`src/rtl/uart_ram_loader.sv`:
```
// Boot loader: receives a framed image over UART and writes it into RAM via the override port.
// Latency: one byte per 10 bit times; each word is written one cycle after its 4th byte is received.
// Backpressure: ram_ack stalls WRITE, and a byte arriving during WRITE aborts the load to ERROR.
//
// Ports:
//   clk, rst           system clock, synchronous active-high reset
//   rxd_async          raw serial input (idle high), synchronised internally
//   ram_override_ctrl  high while the loader owns the RAM port
//   ram_addr/ram_wdata word-aligned byte address and little-endian write data
//   ram_wen/ram_ack    write request held until acknowledged
//   cpu_hold           holds the core in reset during a load
//   load_done          1-cycle pulse when an image completes
//   load_err           sticky error, cleared by the next accepted sync byte or rst
module uart_ram_loader #(
  parameter int          CLKS_PER_BIT = 87,
  parameter logic [7:0]  SYNC_BYTE    = 8'hA5
) (
  input  logic        clk,
  input  logic        rst,
  input  logic        rxd_async,
  output logic        ram_override_ctrl,
  output logic [31:0] ram_addr,
  output logic [31:0] ram_wdata,
  output logic        ram_wen,
  input  logic        ram_ack,
  output logic        cpu_hold,
  output logic        load_done,
  output logic        load_err
);

  localparam int CW = $clog2(CLKS_PER_BIT + 1);
  localparam logic [CW-1:0] BIT_LAST  = CW'(CLKS_PER_BIT - 1);
  localparam logic [CW-1:0] HALF_LAST = CW'(CLKS_PER_BIT / 2 - 1);

  typedef enum logic [1:0] {
    RX_IDLE,
    RX_START,
    RX_DATA,
    RX_STOP
  } rx_state_e;

  typedef enum logic [2:0] {
    ST_IDLE,
    ST_ADDR,
    ST_LEN,
    ST_DATA,
    ST_WRITE,
    ST_DONE,
    ST_ERROR
  } ld_state_e;

  // ---------------------------------------------------------------
  // Receiver state
  // ---------------------------------------------------------------
  logic            sync1_q, sync2_q, rx_prev_q;
  rx_state_e       rx_state_q, rx_state_d;
  logic [CW-1:0]   rx_cnt_q, rx_cnt_d;
  logic [2:0]      rx_bit_q, rx_bit_d;
  logic [7:0]      rx_shift_q, rx_shift_d;
  logic            byte_valid_q, byte_valid_d;
  logic            frame_err_q, frame_err_d;

  // ---------------------------------------------------------------
  // Loader state
  // ---------------------------------------------------------------
  ld_state_e       state_q, state_d;
  logic [1:0]      byte_cnt_q, byte_cnt_d;
  logic [31:0]     addr_q, addr_d;
  logic [31:0]     len_q, len_d;
  logic [31:0]     word_q, word_d;
  logic            override_q, override_d;
  logic            cpu_hold_q, cpu_hold_d;
  logic            ram_wen_q, ram_wen_d;
  logic            load_done_q, load_done_d;
  logic            load_err_q, load_err_d;

  logic            rx_fall;
  logic            byte_last;
  logic [31:0]     len_next;
  logic            busy_d;

  // Falling edge seen on the synchronised line (previous high, now low).
  assign rx_fall = rx_prev_q & ~sync2_q;

  // ---------------------------------------------------------------
  // Byte receiver
  // ---------------------------------------------------------------
  always_comb begin
    rx_state_d   = rx_state_q;
    rx_cnt_d     = rx_cnt_q;
    rx_bit_d     = rx_bit_q;
    rx_shift_d   = rx_shift_q;
    byte_valid_d = 1'b0;
    frame_err_d  = 1'b0;
    case (rx_state_q)
      RX_IDLE: begin
        if (rx_fall) begin
          rx_state_d = RX_START;
          rx_cnt_d   = '0;
        end
      end
      RX_START: begin
        // Re-check the line mid start bit; a high level means it was a glitch.
        if (rx_cnt_q == HALF_LAST) begin
          rx_cnt_d = '0;
          if (!sync2_q) begin
            rx_state_d = RX_DATA;
            rx_bit_d   = 3'd0;
          end else begin
            rx_state_d = RX_IDLE;
          end
        end else begin
          rx_cnt_d = rx_cnt_q + CW'(1);
        end
      end
      RX_DATA: begin
        if (rx_cnt_q == BIT_LAST) begin
          rx_cnt_d   = '0;
          rx_shift_d = {sync2_q, rx_shift_q[7:1]};  // LSB arrives first
          if (rx_bit_q == 3'd7) begin
            rx_state_d = RX_STOP;
          end else begin
            rx_bit_d = rx_bit_q + 3'd1;
          end
        end else begin
          rx_cnt_d = rx_cnt_q + CW'(1);
        end
      end
      RX_STOP: begin
        if (rx_cnt_q == BIT_LAST) begin
          rx_cnt_d   = '0;
          rx_state_d = RX_IDLE;
          if (sync2_q) begin
            byte_valid_d = 1'b1;
          end else begin
            frame_err_d = 1'b1;
          end
        end else begin
          rx_cnt_d = rx_cnt_q + CW'(1);
        end
      end
      default: rx_state_d = RX_IDLE;
    endcase
  end

  // ---------------------------------------------------------------
  // Loader FSM
  // ---------------------------------------------------------------
  assign byte_last = (byte_cnt_q == 2'd3);
  assign len_next  = {rx_shift_q, len_q[31:8]};

  always_comb begin
    state_d    = state_q;
    byte_cnt_d = byte_cnt_q;
    addr_d     = addr_q;
    len_d      = len_q;
    word_d     = word_q;
    load_err_d = load_err_q;

    case (state_q)
      ST_IDLE: begin
        // Framing errors while idle are line noise and are ignored.
        if (byte_valid_q && (rx_shift_q == SYNC_BYTE)) begin
          state_d    = ST_ADDR;
          load_err_d = 1'b0;
        end
      end
      ST_ADDR: begin
        if (frame_err_q) begin
          state_d = ST_ERROR;
        end else if (byte_valid_q) begin
          addr_d     = {rx_shift_q, addr_q[31:8]};
          byte_cnt_d = byte_cnt_q + 2'd1;
          if (byte_last) begin
            addr_d[1:0] = 2'b00;
            state_d     = ST_LEN;
          end
        end
      end
      ST_LEN: begin
        if (frame_err_q) begin
          state_d = ST_ERROR;
        end else if (byte_valid_q) begin
          len_d      = len_next;
          byte_cnt_d = byte_cnt_q + 2'd1;
          if (byte_last) begin
            state_d = (len_next == 32'd0) ? ST_DONE : ST_DATA;
          end
        end
      end
      ST_DATA: begin
        if (frame_err_q) begin
          state_d = ST_ERROR;
        end else if (byte_valid_q) begin
          word_d     = {rx_shift_q, word_q[31:8]};
          byte_cnt_d = byte_cnt_q + 2'd1;
          if (byte_last) begin
            state_d = ST_WRITE;
          end
        end
      end
      ST_WRITE: begin
        // A new byte before the write completes means the RAM stalled too long.
        if (frame_err_q || byte_valid_q) begin
          state_d = ST_ERROR;
        end else if (ram_ack) begin
          addr_d  = addr_q + 32'd4;
          len_d   = len_q - 32'd1;
          state_d = (len_q == 32'd1) ? ST_DONE : ST_DATA;
        end
      end
      ST_DONE: begin
        state_d = frame_err_q ? ST_ERROR : ST_IDLE;
      end
      ST_ERROR: begin
        state_d = ST_IDLE;
      end
      default: state_d = ST_IDLE;
    endcase

    // Every field starts counting bytes from zero.
    if (state_d != state_q) begin
      byte_cnt_d = 2'd0;
    end
    if (state_d == ST_ERROR) begin
      load_err_d = 1'b1;
    end

    // Outputs are registered versions of the next-state decode.
    busy_d      = (state_d == ST_ADDR) || (state_d == ST_LEN) ||
                  (state_d == ST_DATA) || (state_d == ST_WRITE);
    override_d  = busy_d;
    cpu_hold_d  = busy_d;
    ram_wen_d   = (state_d == ST_WRITE);
    load_done_d = (state_d == ST_DONE);
  end

  // ---------------------------------------------------------------
  // Registers
  // ---------------------------------------------------------------
  always_ff @(posedge clk) begin
    if (rst) begin
      sync1_q      <= 1'b1;
      sync2_q      <= 1'b1;
      rx_prev_q    <= 1'b1;
      rx_state_q   <= RX_IDLE;
      rx_cnt_q     <= '0;
      rx_bit_q     <= 3'd0;
      rx_shift_q   <= 8'd0;
      byte_valid_q <= 1'b0;
      frame_err_q  <= 1'b0;
      state_q      <= ST_IDLE;
      byte_cnt_q   <= 2'd0;
      addr_q       <= 32'd0;
      len_q        <= 32'd0;
      word_q       <= 32'd0;
      override_q   <= 1'b0;
      cpu_hold_q   <= 1'b0;
      ram_wen_q    <= 1'b0;
      load_done_q  <= 1'b0;
      load_err_q   <= 1'b0;
    end else begin
      sync1_q      <= rxd_async;
      sync2_q      <= sync1_q;
      rx_prev_q    <= sync2_q;
      rx_state_q   <= rx_state_d;
      rx_cnt_q     <= rx_cnt_d;
      rx_bit_q     <= rx_bit_d;
      rx_shift_q   <= rx_shift_d;
      byte_valid_q <= byte_valid_d;
      frame_err_q  <= frame_err_d;
      state_q      <= state_d;
      byte_cnt_q   <= byte_cnt_d;
      addr_q       <= addr_d;
      len_q        <= len_d;
      word_q       <= word_d;
      override_q   <= override_d;
      cpu_hold_q   <= cpu_hold_d;
      ram_wen_q    <= ram_wen_d;
      load_done_q  <= load_done_d;
      load_err_q   <= load_err_d;
    end
  end

  assign ram_override_ctrl = override_q;
  assign ram_addr          = addr_q;
  assign ram_wdata         = word_q;
  assign ram_wen           = ram_wen_q;
  assign cpu_hold          = cpu_hold_q;
  assign load_done         = load_done_q;
  assign load_err          = load_err_q;

endmodule

```
`config.mk`:
```
export PLATFORM = sky130hd
export DESIGN_NAME = uart_ram_loader
export DESIGN_NICKNAME = d
export VERILOG_FILES = /design/src/rtl/uart_ram_loader.sv
export SDC_FILE = /design/constraint.sdc
export NUM_CORES = 1
export LEC_CHECK = 0
export ABC_CLOCK_PERIOD_IN_PS = 2100
export CAP_MARGIN = 20
export CORE_ASPECT_RATIO = 0.6
export CORE_UTILIZATION = 42
export CTS_BUF_LIST = sky130_fd_sc_hd__clkbuf_8
export DETAILED_ROUTE_END_ITERATION = 10
export GPL_TIMING_DRIVEN = 0
export SYNTH_ARGS = -nofsm -noshare
export SYNTH_HDL_FRONTEND = slang
export SYNTH_SLANG_ARGS = --single-unit
```
`constraint.sdc`:
```
create_clock -name clk -period 2.1 [get_ports clk]
set_input_delay 0.63 -clock clk [delete_from_list [all_inputs] [get_ports clk]]
set_output_delay 0.63 -clock clk [all_outputs]
set_load 0.02 [all_outputs]
```
Word-level counts from Yosys, hierarchy flattened
Index checks and enable logic that the tools add are counted.
{"block": "totals", "register_bits": 130, "inputBits": 4, "output_inout_bits": 69, "wordCells": 135}
{"block": "op_classes", "reduce_logical": 25, "mux": 48, "n_addsub": 5, "bitwise": 5, "eq_ne": 34}
{"cell": "$mux 32", "n": 8}
{"cell": "$pmux 32 s2", "n": 2}
{"cell": "$mux 3", "n": 19}
{"cell": "$add 32x3->32 const B", "n": 1}
{"cell": "$eq 32x1->1 const B", "n": 1}
{"cell": "$logic_not 32->1", "n": 1}
{"cell": "$sub 32x1->32 const B", "n": 1}
{"cell": "$ne 2x2->1 const B", "n": 13}
{"cell": "$mux 7", "n": 3}
{"cell": "$pmux 7 s3", "n": 1}
{"cell": "$reduce_and 5->1", "n": 4}
{"cell": "$eq 3x3->1 const B", "n": 6}
{"cell": "$pmux 3 s6", "n": 1}
{"cell": "$mux 2", "n": 7}
{"cell": "$eq 3x2->1 const B", "n": 4}
{"cell": "$reduce_bool 2->1", "n": 5}
{"cell": "$eq 8x8->1 const B", "n": 1}
{"cell": "$pmux 2 s4", "n": 1}
{"cell": "$add 7x1->7 const B", "n": 1}
{"cell": "$eq 7x6->1 const B", "n": 1}
{"cell": "$eq 7x7->1 const B", "n": 1}
{"cell": "$eq 2x2->1 const B", "n": 3}
{"cell": "$eq 3x1->1 const B", "n": 2}
{"cell": "$pmux 3 s2", "n": 1}
{"cell": "15 further kinds", "n": 29}

Longest topological paths before layout
Gate-level depths: netlist (run 1).
{"block": "logic_depth", "depth_word": 10, "ltp_mapped": 8}

Least setup slack after synthesis (run 1)
Ideal clock, no wire load.
{"block": "synth_timing", "kind": "register to register", "from": "register len_q[0]", "to": "register len_q[24]", "t_arrival_ns": 2.182, "path_stages_with_launch": 8, "setup_time_ns": 0.070, "path_buffers": 0, "setup_slack_ns": -0.153, "t_required_ns": 2.030, "period_less_slack_ns": 2.253, "cell_sequence": "dfxtp_1 inv_1 ha_1 or4b_2 nor4_1 nand3_1 a21o_1 a21oi_1"}
{"block": "synth_via", "elab_chain_len": 4}
{"item": "from (decl)", "line": "69", "source": "logic [31:0] len_q, len_d;"}
{"item": "from (signal assigned)", "line": "275", "source": "len_q <= len_d;"}
{"item": "$sub 32x1->32", "line": "208", "source": "len_d = len_q - 32'd1;"}
{"item": "$mux 32", "line": "206", "source": "end else if (ram_ack) begin"}
{"item": "$mux 32", "line": "204", "source": "if (frame_err_q || byte_valid_q) begin"}
{"item": "$pmux 32 s2", "line": "160", "source": "case (state_q)"}
Every way passes these cells. The select of a mux whose other input is x is not followed.
A chain may end at the register's enable or synchronous reset.

Worst setup path after layout (run 1)
{"block": "layout_timing", "from": "register len_q[15]", "to": "register byte_cnt_q[0]"}
{"block": "layout_via", "elab_chain_len": 8, "elab_cells_between_ends": 12}
{"item": "$logic_not 32->1", "line": "187", "source": "state_d = (len_next == 32'd0) ? ST_DONE : ST_DATA;"}
{"item": "$mux 3", "line": "187"}
{"item": "$mux 3", "line": "186", "source": "if (byte_last) begin"}
{"item": "$mux 3", "line": "183", "source": "end else if (byte_valid_q) begin"}
{"item": "$mux 3", "line": "181", "source": "if (frame_err_q) begin"}
{"item": "$pmux 3 s6 *", "line": "160"}
{"item": "$ne 3x3->1 *", "line": "222", "source": "if (state_d != state_q) begin"}
{"item": "$reduce_or 2->1 (no line) *"}
{"item": "to (signal assigned)", "line": "273", "source": "byte_cnt_q <= byte_cnt_d;"}
{"item": "to (decl)", "line": "67", "source": "logic [1:0] byte_cnt_q, byte_cnt_d;"}
Every way passes the cells marked *; elsewhere a longest branch is shown, timed or not.

==> results of run 1 <==
report_power, final:
part | switching, mW | leakage, nW | total [mW] | internal, mW
Combinational | 0.0949 | 2.30 | 0.127 | 0.0320
Sequential | 0.00745 | 1.06 | 2.47 | 2.46
Clock | 1.14 | 0.211 | 2.37 | 1.24
per-stage QoR:
stage,hold slack [ns],cell area (µm²)
final,0.4150,8951
after global routing,0.4316,8949
after CTS,0.4166,8673
after detailed placement,0.3985,7911
after global placement,0.3995,7911
after floorplan,0.3895,6937
registers in the layout, summed over array words and instances, names as in the netlist, 2 cells and up, named ones only:
name	cells
state_q	3
len_q	32
rx_shift_q	8
ram_wdata	32
byte_cnt_q	2
rx_cnt_q	7
rx_bit_q	3
ram_addr	32
worst max-delay path, delay by kind of cell (launching register included):
family / cells / cell delay, ns
simple gates: 3 / 1.10
compound gates: 2 / 0.71
flops: 1 / 0.40
routing by layer:
| layer | up-vias | global-route usage [%] | share of wire (%) |
|---|---|---|---|
| li1 | 3571 | - | - |
| met1 | 3581 | 46.28 | 49 |
| met2 | 417 | 40.80 | 39 |
| met3 | 32 | 7.386 | 9.9 |
| met4 | 0 | 9.174 | 1.6 |
| met5 | - | 0 | 0 |
layout by cell type, fill, tap and decap left out, drive strengths merged, types with 14 or more instances in the layout:
master | Yosys | layout
dlygate4sd2 | 0 | 30
dfxtp | 130 | 130
clkdlybuf4s50 | 0 | 20
a21oi | 99 | 99
nor4 | 14 | 14
and3 | 14 | 14
nor2 | 90 | 90
a211oi | 19 | 19
inv | 14 | 18
dlymetal6s2s | 0 | 22
nand3 | 27 | 27
clkbuf | 65 | 75
o21ai | 57 | 57
buf | 3 | 23
nor3 | 24 | 24
nand2 | 135 | 135
logic make-up (layout without fill, tap and decap cells):
kind of cell | after synthesis | count (layout) | share of synthesized area [%]
compound gates | 293 | 294 | 27.70
fa+ha+maj | 8 | 8 | 1.450
mux | 14 | 14 | 2.049
flops | 130 | 130 | 37.71
other cells | 0 | 1 | 0
xor+xnor | 1 | 1 | 0.1269
simple gates | 378 | 378 | 26.43
buf+inv | 82 | 197 | 4.532
worst paths after layout:
check,end,slack (ns),depth (start not counted)
min reg2reg,sync2_q,0.42,1
max,byte_cnt_q[0],-0.20,5
max reg2reg,byte_cnt_q[0],-0.20,5
min,sync2_q,0.42,1
timing repair:
action,in CTS,in global routing
pin swaps,16,14
endpoints found under the setup margin,148,135
buffers inserted,13,5
gates cloned,0,1
gates resized for setup,116,99
area by class of cell:
cell class / instances / area share [%]
Multi-Input combinational cell: 695 / 49.09
Sequential cell: 130 / 29.49
Timing Repair Buffer: 90 / 9.841
Buffer: 61 / 3.411
Clock buffer: 19 / 2.921
Tap cell: 203 / 2.838
Clock inverter: 13 / 1.789
Inverter: 14 / 0.5871
Antenna cell: 1 / 0.02796
==> impl.org, run 1 <==
** Job
- The tool flagged a number of max-cap violations equal to 0.

** Logic synthesis
- The number of nets in the synthesized netlist is 918.
- Of all flip-flops after synthesis, the portion carrying an async set or reset was 0%.
- Top cells by area in the synthesized netlist :: dfxtp_1 38%, nand2_1 7.3%, a21oi_1 7.2%
- Among all flip-flop cells after synthesis, the most frequent one is dfxtp_1.
- The share of synthesized area in the top cell type comes to 37.71%.
- Count of flip-flops with a built-in enable after synthesis :: 0
- Synthesis warning total :: 0
- Average instance area after synthesis :: 7.618 µm²
- Synth Register Bits :: 130
- Cell area after technology mapping :: 6902 µm²
- Synthesis instantiated 69 different standard cells from the library.
- Post-Synthesis Cells :: 906
- Most frequently used cell type in the post-synthesis netlist :: nand2_1
- After synthesis, the most frequently instantiated cells are 135 x nand2_1, 130 x dfxtp_1, 99 x a21oi_1.
- Post-synth top area cell :: dfxtp_1
- Seq/Total Area, Yosys :: 37.71%

** Pwr
- Power density relative to cell area :: 555.6 nW/µm²
- IR drop worst, VDD :: 0.3073 mV
- Leakage power :: 3.574 nW
- Power consumption :: 4.973 mW

** Timing
- Setup TNS :: -0.4606 ns
- Setup slack on the critical path of the routed design comes to -0.2011 ns.
- The hold violation count in the final report came to 0.
- Setup violations remaining at the end of the flow were counted as 4.
- At the pin with the least slew margin, the transition time is 0.7161 ns.
- Setup repair after global routing could not meet its margin everywhere.
- Final clock skew :: 0.01454 ns
- Post-route minimum period :: 2.301 ns
- The final-report max-slew violation count was 0.
- Static timing analysis puts the maximum clock frequency at 434.6 MHz.
- Of the available clock period, the critical path in the final layout requires 109.6%.
- Max transition margin :: 52.26%

** Status
- The final reports fail on negative setup slack.
- Status :: finished, violations left

** Drt
- Once detail routing completed, the nets flagged for antenna violations numbered 0.
- The routed layout has 7,601 vias.
- For this run, the detailed router's first-pass iteration total came to 6.
- Wirelength per Cell :: 21.02 µm
- Detailed Route Iter0 Violations :: 849
- DRC violation count after routing :: 0
- Total detailed-routing wirelength :: 25,770 µm
- In the routed layout, each cell is associated on average with a via count of 6.200.

** Worst hold path
- Source of the worst hold timing path :: sync1_q
- The worst hold path belongs to the class reg2reg.

** Finish
- Synthesis-to-layout area growth :: 29.70%
- Cell Count, Final, Fillers Out :: 1,226
- Fraction of final layout cells with drive strength greater than 1 :: 17.91%
- The sequential cells in the finished layout cover a total of 2640 µm².
- Utilization of the core after routing :: 57.10%
- After the last flow step, the layout net total stands at 1,021.
- Area of the multi-input gates :: 4394 µm²
- Fill cells in the final layout number 1,486.

** Clock network
- TritonCTS built the clock tree.
- Hold-fix buffers, CTS :: 0
- Counting along the longest clock path gives a buffer depth of 2.
- At the later pin of the worst-skew pair, clock insertion delay measures 0.46 ns.
- Total clock buffers created by CTS :: 17
- Clock sinks :: 130
- Clock transition at the registers of the reported paths :: 0.09 ns
- Buffer type at the clock tree root :: clkbuf_8
- The H-tree was split into 4 levels.

** Place
- # port buffers :: 72
- Once detailed placement completed, the half-perimeter wirelength came to 17,460 µm.
- After detailed placement, the design holds a cell count of 1,181.
- Timing analysis after detailed placement gives a worst setup slack of -1.011 ns.
- RePlAce Congestion :: 0.9365

** Setup path
- Traced cell by cell, the critical path runs through nor4_4 -> nand4_1 -> o31a_1 -> or3_4 -> a2111oi_4.
- Of all nets on the critical path, the largest fanout is 6.
- Worst EP required :: 2.46 ns
- Startpoint of the worst setup timing path :: len_q[15]
- Reg-to-reg startpoint :: len_q[15]
- Crit path capture type :: register
- Crit path largest cell delay :: 0.43 ns
- STA puts the critical path data arrival time at 2.66 ns.
- The worst setup path is launched from a register.
- The critical path is of the reg2reg type.
- The largest individual stage delay along the critical path comes from the cell or3_4.

** GRT
- Largest net degree at the start of global routing :: 17
- The number of antenna violations at the first check in global routing came to 0.
- Number of global-route vias before repair :: 6,809
- For this run, the total global-route usage over all layers was measured as 30.26%.
- Total overflow reported by the global router :: 0
- Wire length of the first global-routing pass :: 39,700 µm

** Floorplanning
- Die H :: 101.3 µm
- The floorplan has 35 rows.
- Area of the core region :: 15,680 µm²
- The die covers 16,970 µm².
- I/O pin total :: 73
- For this configuration, the core starts out at a cell density of 44.02%.
- Measured along the x axis, the die boundary spans 167.5 µm.
Power figures use the tool's default switching activity.
==> run 2: changes to the inputs <==
RECOVER_POWER = 25   (was default)
==> run 2 against run 1 <==
The flow still finishes with violations (negative setup slack). Combinational power about the same. Fmax up 1.2%. Clock power about the same. Clock skew up 0.00078 ns. Highest routed layer unchanged.
==> impl.org, run 2 (same netlist as run 1, synthesis figures left out) <==
** Drt
- The number of detailed-route iterations in the first pass was 6 (unchanged).
- The via count is 7,609 (was 7,601).
- Wirelength per Cell :: 21.07 µm (was 21.02 µm)
- The remaining number of nets flagged by the antenna check after routing is 0 (unchanged).
- Vias per std cell :: 6.211 (was 6.200)
- The final routed wirelength across all metal layers was 25,810 µm (was 25,770 µm).
- The violation count after the first detailed-route iteration came to 815 (was 849).
- The total DRC errors in the routed layout came to 0 (unchanged).

** GRT
- The via count of the first global-routing pass came to 6,809 (unchanged).
- The maximum number of pins on one net before global-route repair is 17 (unchanged).
- The number of antenna violations at the first check in global routing came to 0 (unchanged).
- Global Route Usage Sum :: 30.26% (unchanged)
- The wire length of the first global-routing pass was 39,700 µm (unchanged).
- The leftover overflow at the end of global routing was 0 (unchanged).

** Setup path
- Type of origin of the critical path :: register (unchanged)
- CP max stage cell :: or3_4 (unchanged)
- The maximum cell stage delay along the critical path was 0.43 ns (about the same).
- Most common cell on crit path :: or3_4
- The highest net fanout along the worst path was 3 (was 6).
- The worst path arrival time was 2.63 ns (was 2.66 ns).
- The top cell family by delay on the critical path is compound AO/OA/AOI/OAI gates (was simple AND/OR/NAND/NOR gates).
- Cells traversed along the worst timing path: or3_4 -> o311a_1 -> o31a_1 -> or3_4 -> a2111oi_4 (was nor4_4 -> nand4_1 -> o31a_1 -> or3_4 -> a2111oi_4).
- Crit path buf inv count :: 0 (unchanged)
- The type of the worst setup path is reg2reg (unchanged).
- Crit path capture type :: register (unchanged)
- The data required time of the worst path is 2.45 ns (was 2.46 ns).

** Pwr
- Switching power :: 1.244 mW (was 1.239 mW)
- Leakage power :: 3.109 nW (was 3.574 nW)
- The clock share of power came to 47.8% (was 47.7%).
- Internal power of the cells :: 3.734 mW (about the same)
- Gate power share :: 2.5% (was 2.6%)
- The ratio of total power to cell area was 568.7 nW/µm² (was 555.6 nW/µm²).
- Sequential share of power :: 49.6% (was 49.7%)
- The highest ir drop seen on vdd came to 0.3098 mV (was 0.3073 mV).
- Sw Share :: 24.99% (was 24.91%)

** Finish
- The synthesis-to-layout area growth was 26.83% (was 29.70%).
- The layout net count is 1,021 (unchanged).
- Fraction of final layout cells with drive strength greater than 1 :: 17.71% (was 17.91%)
- The fill cell total of the finished layout was 1,520 (was 1,486).
- The most frequent standard cell in the layout excluding fill and tap cells was nand2_1 (unchanged).
- The final design instance area without fill is 8753 µm² (was 8951 µm²).
- The count of inserted antenna diode cells is 0 (was 1).
- Leading cell types in the layout, fill and taps excluded :: 134 x nand2_1, 109 x dfxtp_1, 99 x a21oi_1 (was 134 x nand2_1, 108 x dfxtp_1, 99 x a21oi_1)
- The post-route core utilization came to 55.83% (was 57.10%).

** Clock network
- The level count of the clock H-tree came to 4 (unchanged).
- The clock latency of the later-clocked register in the worst-skew pair came to 0.46 ns (about the same).
- Clock transition at the registers of the reported paths :: 0.08 ns (was 0.09 ns)
- The number of buffers added by the clock tree synthesis step came to 17 (unchanged).
- Clock sinks :: 130 (unchanged)
- The clock root buffer is clkbuf_8 (unchanged).
- The maximum root-to-sink buffer count came to 2 (unchanged).
- The clock tree from TritonCTS is done (unchanged).

** Place
- Instance area after placement :: 7911 µm² (unchanged)
- # port buffers :: 72 (unchanged)
- HPWL reported at the end of detailed placement :: 17,460 µm (unchanged)
- The final weighted congestion in routability-driven placement was 0.9365 (unchanged).

** Timing
- Final critical-path share of the clock period :: 108.3% (was 109.6%)
- Setup repair after global routing missed its margin: true (unchanged).
- Slew of the pin with the lowest slew margin :: 0.7348 ns (was 0.7161 ns)
- Max transition margin :: 51.01% (was 52.26%)
- The hold violation count in the final report is 0 (unchanged).
- The final setup violation count is 13 (was 4).
- The final-report max-slew violation count is 0 (unchanged).
- Post-route minimum period :: 2.274 ns (was 2.301 ns)
- The final critical-path setup slack is -0.1741 ns (was -0.2011 ns).
- The setup clock skew after layout was 0.01533 ns (was 0.01454 ns).
- The sum of negative setup slack came to -0.7240 ns (was -0.4606 ns).
- F_max :: 439.7 MHz (was 434.6 MHz)

** Job
- The number of maximum-capacitance violations was 0 (unchanged).

** Floorplanning
- Die ar. :: 16,970 µm² (unchanged)
- I/O pin total :: 73 (unchanged)
- Starting utilization of the core area :: 44.02% (unchanged)
- The chip height is 101.3 µm (unchanged).
- The die width came to 167.5 µm (unchanged).
- Standard-cell rows :: 35 (unchanged)
- The area of the placeable core came to 15,680 µm² (unchanged).

** Worst hold path
- The worst hold path class is reg2reg (unchanged).

** Status
- Violations in the final reports :: negative setup slack (unchanged)
- Status: finished, violations left (unchanged).
## run 2: cell count changes in the layout (fill, tap and decap cells not counted)
cell,delta
clkbuf_4,+1
clkdlybuf4s50_1,-1
diode_2,-1
clkbuf_1,+23
dfxtp_2,-1
dfxtp_1,+1
clkbuf_2,-1
dlymetal6s2s_1,-22
dlygate4sd3_1,+1
buf_4,-1
## run 2: area by class of cell
type	instances	area, µm²	area share, %
plain buffers	61	304.0	3.473
clock buffers	19	261.5	2.987
clock inverters	13	160.2	1.830
inverters	14	52.55	0.6003
multi-input cells	695	4394	50.20
flip-flops and latches	130	2639	30.15
well taps	203	254.0	2.902
repair buffers	90	688.2	7.862
## run 2: power by group through the flow
stage                     sequential (mW)  combinational, mW  clock (mW)
after global placement               2.53              0.120           0
final                                2.47              0.126        2.38
after CTS                            2.47              0.123        2.39
after floorplan                      2.53             0.0691           0
after detailed placement             2.53              0.121           0
after global routing                 2.47              0.135        2.51
## run 2: metrics by stage
step	instances	total power [mW]	hold WS (ns)	worst slack, ns
after CTS	1220	4.986	0.4166	-0.1107
after global routing	1225	5.116	0.4316	-0.2135
after floorplan	906	2.602	0.3895	0.006151
final	1225	4.978	0.4145	-0.1741
after global placement	1181	2.654	0.3995	-1.005
after detailed placement	1181	2.655	0.3985	-1.011
## run 2: final timing paths
| path | cells past startpoint | start | slack, ns | end |
|---|---|---|---|---|
| min reg2reg | 1 | sync1_q | 0.41 | sync2_q |
| min | 1 | sync1_q | 0.41 | sync2_q |
| max reg2reg | 5 | len_q[7] | -0.17 | byte_cnt_q[0] |
| max | 5 | len_q[7] | -0.17 | byte_cnt_q[0] |
## run 2: routing by layer
layer	up-vias	track usage (%)	wire length, µm
met1	3560	46.28	12650
met5	-	0	0
met4	0	9.174	466
met2	438	40.80	10100
met3	45	7.386	2595
li1	3566	-	-
## run 2: repair_timing
action / in CTS / in global routing
gates cloned: 0 / 1
endpoints found under the setup margin: 148 / 135
hold buffers: 0 / 0
buffers inserted: 13 / 5
pin swaps: 16 / 14
gates resized for setup: 116 / 99
